===== src/rtl/triangle_fetcher_pkg.sv =====
// Shared types and constants for the triangle fetcher: FSM states, FIFO payload, FIFO depth.
package triangle_fetcher_pkg;

    typedef enum logic [1:0] {
        ST_IDLE  = 2'd0,
        ST_REQ   = 2'd1,
        ST_WAIT  = 2'd2,
        ST_DRAIN = 2'd3
    } tri_state_e;

    typedef struct packed {
        logic [127:0] v0;
        logic [127:0] v1;
        logic [127:0] v2;
        logic [31:0]  tid;
        logic         last;
    } tri_payload_t;

    localparam int FIFO_DEPTH = 2;
    localparam int PAYLOAD_W  = $bits(tri_payload_t);

endpackage


===== src/rtl/triangle_fetcher_fifo2.sv =====
// tri_fifo2: two-entry payload FIFO with valid/ready output and a synchronous clear.
module tri_fifo2
    import triangle_fetcher_pkg::*;
(
    input  logic                 clk,
    input  logic                 rst,
    input  logic                 clr_i,
    input  logic                 push_i,
    input  logic [PAYLOAD_W-1:0] push_data_i,
    input  logic                 pop_ready_i,
    output logic                 valid_o,
    output logic [PAYLOAD_W-1:0] data_o,
    output logic [1:0]           count_o
);

    logic [PAYLOAD_W-1:0] mem_q [FIFO_DEPTH];
    logic                 wr_ptr_q;
    logic                 rd_ptr_q;
    logic [1:0]           count_q;
    logic                 push_s;
    logic                 pop_s;

    assign valid_o = (count_q != 2'd0);
    assign push_s  = push_i && (count_q != 2'(FIFO_DEPTH));
    assign pop_s   = valid_o && pop_ready_i;
    assign data_o  = mem_q[rd_ptr_q];
    assign count_o = count_q;

    // Storage, pointers and occupancy; clearing also zeroes the payload seen downstream.
    always_ff @(posedge clk) begin
        if (rst || clr_i) begin
            for (int i = 0; i < FIFO_DEPTH; i++) begin
                mem_q[i] <= '0;
            end
            wr_ptr_q <= 1'b0;
            rd_ptr_q <= 1'b0;
            count_q  <= 2'd0;
        end else begin
            if (push_s) begin
                mem_q[wr_ptr_q] <= push_data_i;
                wr_ptr_q        <= ~wr_ptr_q;
            end
            if (pop_s) begin
                rd_ptr_q <= ~rd_ptr_q;
            end
            case ({push_s, pop_s})
                2'b10:   count_q <= count_q + 2'd1;
                2'b01:   count_q <= count_q - 2'd1;
                default: count_q <= count_q;
            endcase
        end
    end

endmodule


===== src/rtl/triangle_fetcher.sv =====
// triangle_fetcher: fetches num_tri triangles from triangle memory into a 2-entry output FIFO.
// Optional WAIT watchdog with sticky timeout_err port is enabled by defining TRI_FETCH_TIMEOUT_EN.
module triangle_fetcher
    import triangle_fetcher_pkg::*;
#(
    parameter  int NUM_TRIANGLE   = 512,
    parameter  int TIMEOUT_CYCLES = 16,
    localparam int BIT_TRIANGLE   = $clog2(NUM_TRIANGLE)
) (
    input  logic                    clk,
    input  logic                    rst,
    input  logic                    start,
    input  logic [BIT_TRIANGLE:0]   num_tri,
    input  logic                    flush,
    output logic                    busy,
    output logic                    done,
    output logic                    re_IC,
    output logic [BIT_TRIANGLE-1:0] triangle_id,
    input  logic                    rdy_IC,
    input  logic [127:0]            vertex0_IC,
    input  logic [127:0]            vertex1_IC,
    input  logic [127:0]            vertex2_IC,
    input  logic [31:0]             tid_IC,
    output logic                    out_valid,
    input  logic                    out_ready,
    output logic [127:0]            out_v0,
    output logic [127:0]            out_v1,
    output logic [127:0]            out_v2,
    output logic [31:0]             out_tid,
    output logic                    out_last
`ifdef TRI_FETCH_TIMEOUT_EN
    ,
    output logic                    timeout_err
`endif
);

    localparam int IDW  = BIT_TRIANGLE + 1;
    localparam int WD_W = $clog2(TIMEOUT_CYCLES + 1);
`ifdef TRI_FETCH_TIMEOUT_EN
    localparam bit TIMEOUT_EN = 1'b1;
`else
    localparam bit TIMEOUT_EN = 1'b0;
`endif

    tri_state_e              state_q;
    logic [IDW-1:0]          num_q;
    logic [IDW-1:0]          id_q;
    logic [BIT_TRIANGLE-1:0] tid_q;
    logic                    re_q;
    logic                    busy_q;
    logic                    done_q;
    logic                    discard_q;
    logic [WD_W-1:0]         wd_q;

    logic                    rsp_ok_s;
    logic                    push_s;
    logic                    pop_s;
    logic                    last_s;
    logic                    can_issue_s;
    logic                    drain_done_s;
    logic                    timeout_s;
    logic                    abort_s;
    logic [1:0]              fifo_count_s;
    tri_payload_t            push_pl_s;
    tri_payload_t            head_pl_s;

    // A response counts only for the live request: the re_IC cycle itself or WAIT.
    assign rsp_ok_s     = rdy_IC && ((state_q == ST_REQ && re_q) || state_q == ST_WAIT);
    assign push_s       = rsp_ok_s && !abort_s;
    assign pop_s        = out_valid && out_ready;
    assign last_s       = (id_q == num_q - IDW'(1));
    assign can_issue_s  = (state_q == ST_REQ) && !re_q && !discard_q
                          && (fifo_count_s < 2'(FIFO_DEPTH)) && (id_q < num_q);
    assign drain_done_s = (fifo_count_s == 2'd0) || (fifo_count_s == 2'd1 && pop_s);
    assign timeout_s    = TIMEOUT_EN && (state_q == ST_WAIT) && !rdy_IC
                          && (wd_q == WD_W'(TIMEOUT_CYCLES - 1));
    assign abort_s      = flush || timeout_s;

    assign push_pl_s = '{v0: vertex0_IC, v1: vertex1_IC, v2: vertex2_IC, tid: tid_IC, last: last_s};

    tri_fifo2 u_fifo (
        .clk         (clk),
        .rst         (rst),
        .clr_i       (abort_s),
        .push_i      (push_s),
        .push_data_i (push_pl_s),
        .pop_ready_i (out_ready),
        .valid_o     (out_valid),
        .data_o      (head_pl_s),
        .count_o     (fifo_count_s)
    );

    assign out_v0      = head_pl_s.v0;
    assign out_v1      = head_pl_s.v1;
    assign out_v2      = head_pl_s.v2;
    assign out_tid     = head_pl_s.tid;
    assign out_last    = head_pl_s.last;
    assign busy        = busy_q;
    assign done        = done_q;
    assign re_IC       = re_q;
    assign triangle_id = tid_q;

    // Fetch FSM with its registered request/status outputs.
    always_ff @(posedge clk) begin
        if (rst) begin
            state_q   <= ST_IDLE;
            num_q     <= '0;
            id_q      <= '0;
            tid_q     <= '0;
            re_q      <= 1'b0;
            busy_q    <= 1'b0;
            done_q    <= 1'b0;
            discard_q <= 1'b0;
        end else begin
            re_q   <= 1'b0;
            done_q <= 1'b0;
            if (discard_q && rdy_IC) begin
                discard_q <= 1'b0;
            end
            if (abort_s) begin
                state_q <= ST_IDLE;
                busy_q  <= 1'b0;
                id_q    <= '0;
                // The abandoned request's answer may still arrive; swallow it first.
                if (!rdy_IC && ((state_q == ST_REQ && re_q) || state_q == ST_WAIT)) begin
                    discard_q <= 1'b1;
                end
            end else begin
                case (state_q)
                    ST_IDLE: begin
                        if (start) begin
                            num_q <= num_tri;
                            id_q  <= '0;
                            if (num_tri == IDW'(0)) begin
                                done_q <= 1'b1;
                            end else begin
                                state_q <= ST_REQ;
                                busy_q  <= 1'b1;
                            end
                        end
                    end
                    ST_REQ: begin
                        if (can_issue_s) begin
                            re_q  <= 1'b1;
                            tid_q <= id_q[BIT_TRIANGLE-1:0];
                        end
                        if (re_q) begin
                            if (rdy_IC) begin
                                id_q <= id_q + IDW'(1);
                                if (last_s) begin
                                    state_q <= ST_DRAIN;
                                end
                            end else begin
                                state_q <= ST_WAIT;
                            end
                        end
                    end
                    ST_WAIT: begin
                        if (rdy_IC) begin
                            id_q    <= id_q + IDW'(1);
                            state_q <= last_s ? ST_DRAIN : ST_REQ;
                        end
                    end
                    ST_DRAIN: begin
                        if (drain_done_s) begin
                            state_q <= ST_IDLE;
                            busy_q  <= 1'b0;
                            done_q  <= 1'b1;
                        end
                    end
                    default: begin
                        state_q <= ST_IDLE;
                    end
                endcase
            end
        end
    end

    // Counts consecutive unanswered WAIT cycles.
    always_ff @(posedge clk) begin
        if (rst) begin
            wd_q <= '0;
        end else if (state_q == ST_WAIT && !rdy_IC && !flush) begin
            wd_q <= wd_q + WD_W'(1);
        end else begin
            wd_q <= '0;
        end
    end

`ifdef TRI_FETCH_TIMEOUT_EN
    logic timeout_err_q;

    // Sticky timeout flag, cleared by the next accepted start.
    always_ff @(posedge clk) begin
        if (rst) begin
            timeout_err_q <= 1'b0;
        end else if (timeout_s) begin
            timeout_err_q <= 1'b1;
        end else if (state_q == ST_IDLE && start && !flush) begin
            timeout_err_q <= 1'b0;
        end else begin
            timeout_err_q <= timeout_err_q;
        end
    end

    assign timeout_err = timeout_err_q;
`endif

endmodule


===== config.mk =====
export PLATFORM = sky130hd
export DESIGN_NAME = triangle_fetcher
export DESIGN_NICKNAME = d
export VERILOG_FILES = /design/src/rtl/triangle_fetcher_pkg.sv /design/src/rtl/triangle_fetcher_fifo2.sv /design/src/rtl/triangle_fetcher.sv
export SDC_FILE = /design/constraint.sdc
export NUM_CORES = 1
export LEC_CHECK = 0
export BUFFER_PORTS_ARGS = -buffer_cell sky130_fd_sc_hd__buf_2
export CAP_MARGIN = 20
export CORE_AREA = 8 8 332 334
export DETAILED_ROUTE_END_ITERATION = 8
export DIE_AREA = 0 0 340 342
export PLACE_DENSITY = 0.69
export SYNTH_ARGS = -nofsm -noshare
export SYNTH_HDL_FRONTEND = slang
export SYNTH_SLANG_ARGS = --single-unit

===== constraint.sdc =====
create_clock -name clk -period 35.3 [get_ports clk]
set_input_delay 3.53 -clock clk [delete_from_list [all_inputs] [get_ports clk]]
set_output_delay 3.53 -clock clk [all_outputs]
set_load 0.01 [all_outputs]

==> run summary, run 1 <==
outcome: completed
synthesis-stage register bit count: 874
Die ar.: 116000 sq um
iteration count of the initial detailed-routing pass: 5
Post-Syn Instances: 2537
worst skew pair latency: 0.65 ns
Root Buffer: clkbuf_16
Die Ht: 342 um
Pleak: 21.4 nW
syn_nets: 2989
total detailed-routing wirelength: 104 mm
vias in the first global route: 24300
Top FF cell, synth: edfxtp_1
GP Congestion: 0.809
ys async rst share: 0%
Post-Place Setup Slack: 26.48 ns
Core Box Area: 105000 sq um
vias per cell: 4.94
EDFF count, synth: 834
Post-synth top cells: edfxtp_1, and3_1, and2_1, mux2_2, clkbuf_1
unrepaired setup endpoints after global routing: no
GR Overflow Total: 0
largest area contributor in the netlist: edfxtp_1
fin cells: 4833
Boundary Pins: 862
Total Nets Final: 3780
largest net degree at the start of global routing: 172
post-synthesis sequential area ratio: 68.1%
Peak VDD IR: 0.0000429 V
max-cap violations: 0
most numerous cell in the Yosys netlist: edfxtp_1
Critical R2R Launch: state_q[1]
fmax: 0.119 GHz
CP Data Arrival Time: 4.85 ns
CP Capture Type: primary output
deepest clock path buffer count: 3
Routed Antenna Nets: 0
crit share post-route: 23.7%
via count: 23900
setup_tns: 0 ns
Synth Area per Inst: 15.0 sq um
clock transition at the registers of the reported paths: 0.06 ns
initial antenna violation count: 46
residual DRC count: 0
CTS Buf Count: 92
Tightest Hold Check Type: reg -> reg
final count of negative-setup-slack endpoints: 0
wire length per cell: 21.4 um
DP Area: 43600 sq um
synth-to-layout area growth: 23.1%
Critical Path RT: 31.77 ns
CP max FO: 75
global-route wire length before repair: 150 mm
count of different cell masters after synthesis: 48
Post-CTS Setup Bufs: 0
GRT Total Usage: 16.7%
layout cells sized above 1: 42.6%
I/O Buffers: 861
CTS Hold Bufs: 0
DP Wirelength: 68.2 mm
Die X: 340 um
max-slew violations: 0
share of the synthesized area in the top cell type: 66.0%
synth top area cells: edfxtp_1, mux2_2, and3_1
synthesized area: 38000 sq um
worst slew pin tran: 1.07 ns
num rows: 119
Power Dens Cells: 48.8 nW/um^2
Initial Util: 36.3%
Startpoint Class: flip-flop
Ys Warns: 0
H-tree depth: 3
Layout Skew: 0.0264 ns
dpl cells: 4625
CTS tree: yes
initial DRC count: 1443
total clock sinks: 874
Tmin final: 8.38 ns
cell area after layout: 46700 sq um
Final Hold Fails: 0
final worst slack: 26.92 ns
Rel. slew slack: 29.0%
PostCTS Resize Cnt: 0
path type of the worst setup path: reg -> out
min-delay src: triangle_id[8]
## metrics by stage
step	util, %	power (mW)	hold WS, ns
after global placement	41.6	1.33	0.461
final	44.6	2.28	0.470
after global routing	44.6	2.36	0.497
after floorplan	-	1.30	0.481
after CTS	44.6	2.31	0.472
after detailed placement	41.6	1.33	0.464
## cells in the final DEF, fill, tap and decap left out, drive strengths merged, types with 14 or more instances in the layout
master,n
buf,889
edfxtp,834
and3,423
and2,419
mux2,417
clkbuf,115
clkinv,41
dfxtp,40
diode,39
nor2,32
inv,21
ha,20
a21oi,16
xor2,15
o21ai,15
nand3,14
## cell families after synthesis
| group | count (synthesis) | share of synthesized area [%] |
|---|---|---|
| AO/OA/AOI/OAI | 51 | 0.857 |
| XOR/XNOR | 23 | 0.531 |
| adder cells (fa/ha/maj) | 20 | 0.659 |
| buffers and inverters | 210 | 2.09 |
| flip-flops | 874 | 68.1 |
| multiplexers | 430 | 12.7 |
| AND/OR/NAND/NOR | 929 | 15.1 |
## flip-flops by register name (all words and copies together) (netlist names), named ones only
| signal | count |
|---|---|
| state_q | 2 |
| u_fifo.wr_ptr_q | 1 |
| id_q | 10 |
| done | 1 |
| busy | 1 |
| u_fifo.count_o | 2 |
| num_q | 10 |
| u_fifo.mem_q | 834 |
| u_fifo.rd_ptr_q | 1 |
| discard_q | 1 |
| triangle_id | 9 |
| re_IC | 1 |
## cell type report
class | instances | area [sq um]
clock buffers | 115 | 2460
clock inverters | 54 | 584
fillers | 9371 | 57900
repair buffers | 889 | 4570
diodes | 39 | 97.6
well taps | 1391 | 1740
flip-flops and latches | 874 | 25900
inverters | 18 | 67.6
multi-input cells | 1453 | 11400
## metal layers
metal / vias up / GRT usage, % / wire length (um) / part of all wire (%)
li1: 11000 / - / - / -
met1: 11900 / 18.3 / 37700 / 36
met2: 807 / 29.4 / 53400 / 52
met3: 170 / 6.33 / 9220 / 8.9
met4: 10 / 5.89 / 3220 / 3.1
met5: - / 0 / 66 / 0.064
## critical path, stage by stage (launching register included)
cell and delay, ns:
dfxtp_4 0.88, buf_4 0.77, buf_4 0.77, buf_4 0.89, mux2_2 0.44, buf_2 0.15
## final timing paths
path,endpoint,slack (ns),depth (start not counted)
worst min-delay path,triangle_id[8],0.47,2
worst max register to register,u_fifo.mem_q[1][21],29.58,10
worst max-delay path,out_tid[5],26.92,5
worst min register to register,triangle_id[8],0.47,2
## where the power goes
group | internal (mW) | switching (mW) | leakage [nW]
combinational | 0.0530 | 0.0731 | 10.3
sequential | 1.17 | 0.0110 | 9.62
clock | 0.569 | 0.402 | 1.49
total | 1.80 | 0.486 | 21.4
(Power assumes the default switching activity.)
==> inputs of run 2 (changes only) <==
==> constraint.sdc (replaced) <==
create_clock -name clk -period 7.38 [get_ports clk]
set_input_delay 0.738 -clock clk [delete_from_list [all_inputs] [get_ports clk]]
set_output_delay 0.738 -clock clk [all_outputs]
set_load 0.01 [all_outputs]
==> run summary, run 2 (synthesized netlist as in run 1, its figures left out) <==
total clock sinks: 874 (unchanged)
GR Overflow Total: 0 (unchanged)
Die X: 340 um (unchanged)
outcome: completed
Pleak: 21.3 nW (-0.28%)
layout cells sized above 1: 42.3% (-0.20 points)
CP Cell Sequence: buf_4 -> buf_4 -> mux2_2 -> buf_2
largest net degree at the start of global routing: 215 (+25%)
GRT Total Usage: 16.9% (+0.23 points)
CTS Hold Bufs: 0 (unchanged)
max reg flops: 834 (unchanged)
Boundary Pins: 862 (unchanged)
crit share post-route: 55.4%
residual DRC count: 0 (unchanged)
Die Ht: 342 um (unchanged)
commonest non-fill, non-tap cell in the layout: buf_2
Die ar.: 116000 sq um (unchanged)
deepest clock path buffer count: 3 (unchanged)
Clock power frac: 41.8% (-0.8 points)
worst reg2reg path depth: 7 (-3)
worst skew pair latency: 0.66 ns (about the same)
Sw Pwr: 2.36 mW (+380%)
Root Buffer: clkbuf_16
DP Area: 43600 sq um (+0.11%)
commonest cells after routing, fill and taps aside: buf_2, edfxtp_1, and3_1, and2_1, mux2_2
Total Nets Final: 3781 (+0.026%)
Peak VDD IR: 0.000206 V (+380%)
crit-path max cell delay: 0.76 ns (-0.13 ns)
Routed Antenna Nets: 0 (unchanged)
CP Capture Type: primary output
Startpoint Class: flip-flop
vias in the first global route: 24500 (+0.44%)
Power Dens Cells: 231 nW/um^2 (+370%)
P_int: 8.43 mW (+370%)
clock transition at the registers of the reported paths: 0.06 ns (about the same)
H-tree depth: 3 (unchanged)
wire length per cell: 21.7 um (+0.98%)
global-route wire length before repair: 152 mm (+1.4%)
CP max FO: 67 (-11%)
Final Hold Fails: 0 (unchanged)
Worst path slowest cell: buf_4
fmax: 0.245 GHz
CP Data Arrival Time: 3.35 ns (-1.50 ns)
synth-to-layout area growth: 22.9%
Biggest register: u_fifo.mem_q
initial antenna violation count: 43 (-6.5%)
I/O Buffers: 861 (unchanged)
most used cell, CP: buf_4
fin cells: 4831 (-0.041%)
num rows: 119 (unchanged)
GP Congestion: 0.818 (+1.1%)
CP top delay family: buffers and inverters
total detailed-routing wirelength: 105 mm (+0.94%)
Hold Path Cell Cnt: 3 (+1)
CP Depth: 4 (-1)
Post-CTS Setup Bufs: 0 (unchanged)
Tightest Hold Check Type: in -> reg
Switching Share: 21.8% (+0.54 points)
Layout Skew: 0.0329 ns (+0.00656 ns)
Core Box Area: 105000 sq um (unchanged)
worst slew pin tran: 1.10 ns (+0.0372 ns)
dpl cells: 4624 (-0.022%)
Tmin final: 4.09 ns
vias per cell: 4.94 (about the same)
via count: 23900 (-0.084%)
Comb pwr share: 5.7% (+0.2 points)
initial DRC count: 1547 (+7.2%)
Rel. slew slack: 26.5% (-2.5 points)
Initial Util: 36.3% (unchanged)
PostCTS Resize Cnt: 0 (unchanged)
final count of negative-setup-slack endpoints: 0 (unchanged)
iteration count of the initial detailed-routing pass: 4 (-1)
max-cap violations: 0 (unchanged)
Critical Path RT: 6.64 ns (-25.13 ns)
CTS Buf Count: 94 (+2.2%)
fill count: 9326 (-0.48%)
fin util: 44.6% (-0.068 points)
register area: 25900 sq um (unchanged)
area of the multi-input gates: 11400 sq um (+0.18%)
cell area after layout: 46700 sq um (-0.15%)
DP Wirelength: 67.9 mm (-0.47%)
crit path buf inv count: 3 (-1)
Reg power frac: 52.5% (+0.6 points)
path type of the worst setup path: reg -> out
CTS tree: yes
unrepaired setup endpoints after global routing: no
Regs by FF count: u_fifo.mem_q: 834 flops, id_q: 10 flops, num_q: 10 flops
max-slew violations: 0 (unchanged)
run 2: cell count changes in the layout (fill, tap and decap cells not counted), sizes merged:
cell and delta:
clkbuf +11, diode -9, bufinv -6, clkinvlp +3, buf -1, clkinv -1
inv +1
run 2: final timing paths:
| path | startpoint | to | slack (ns) |
|---|---|---|---|
| worst max-delay path | flip-flop | out_v1[24] | 3.29 |
| worst max register to register | state_q[1] | u_fifo.mem_q[1][189] | 3.68 |
| worst min-delay path | num_tri[1] | num_q[1] | 0.33 |
| worst min register to register | triangle_id[2] | triangle_id[2] | 0.48 |
run 2: per-layer routing:
metal / part of all wire (%) / vias up / global-route usage (%)
met3: 9.2 / 211 / 6.11
met2: 50 / 801 / 28.8
met4: 3.6 / 24 / 7.24
met1: 37 / 11800 / 19.1
met5: 0.15 / - / 0
li1: - / 11000 / -
run 2: worst register-to-register path, delay by kind of cell, from the launching register on:
family | cells | cell delay [ns]
adders and majority gates | 1 | 0.26
DFF | 1 | 0.47
and+or+nand+nor | 3 | 0.95
buffers and inverters | 2 | 1.73
AOI/OAI and AO/OA | 1 | 0.15
run 2: power groups by stage:
stage | Combinational, mW | Sequential, mW | Clock, mW
after floorplan | 0.277 | 5.78 | 0
after global placement | 0.612 | 5.75 | 0
after detailed placement | 0.619 | 5.77 | 0
after CTS | 0.622 | 5.66 | 4.63
after global routing | 0.661 | 5.68 | 4.82
final | 0.610 | 5.66 | 4.51
run 2: metrics by stage:
| step | TNS, ns | power (mW) | hold slack, ns | setup WS, ns |
|---|---|---|---|---|
| after floorplan | -316.46 | 6.06 | 0.481 | -0.759 |
| after global placement | 0 | 6.37 | 0.461 | 3.25 |
| after detailed placement | 0 | 6.39 | 0.466 | 3.18 |
| after CTS | 0 | 10.9 | 0.254 | 3.16 |
| after global routing | 0 | 11.2 | 0.300 | 3.10 |
| final | 0 | 10.8 | 0.330 | 3.29 |
run 2: area by class of cell:
class	count	area share (%)
Antenna cell	30	0.161
Tap cell	1391	3.73
Sequential cell	874	55.4
Clock inverter	51	0.882
Timing Repair Buffer	888	9.86
Multi-Input combinational cell	1453	24.4
Inverter	18	0.145
Clock buffer	126	5.43
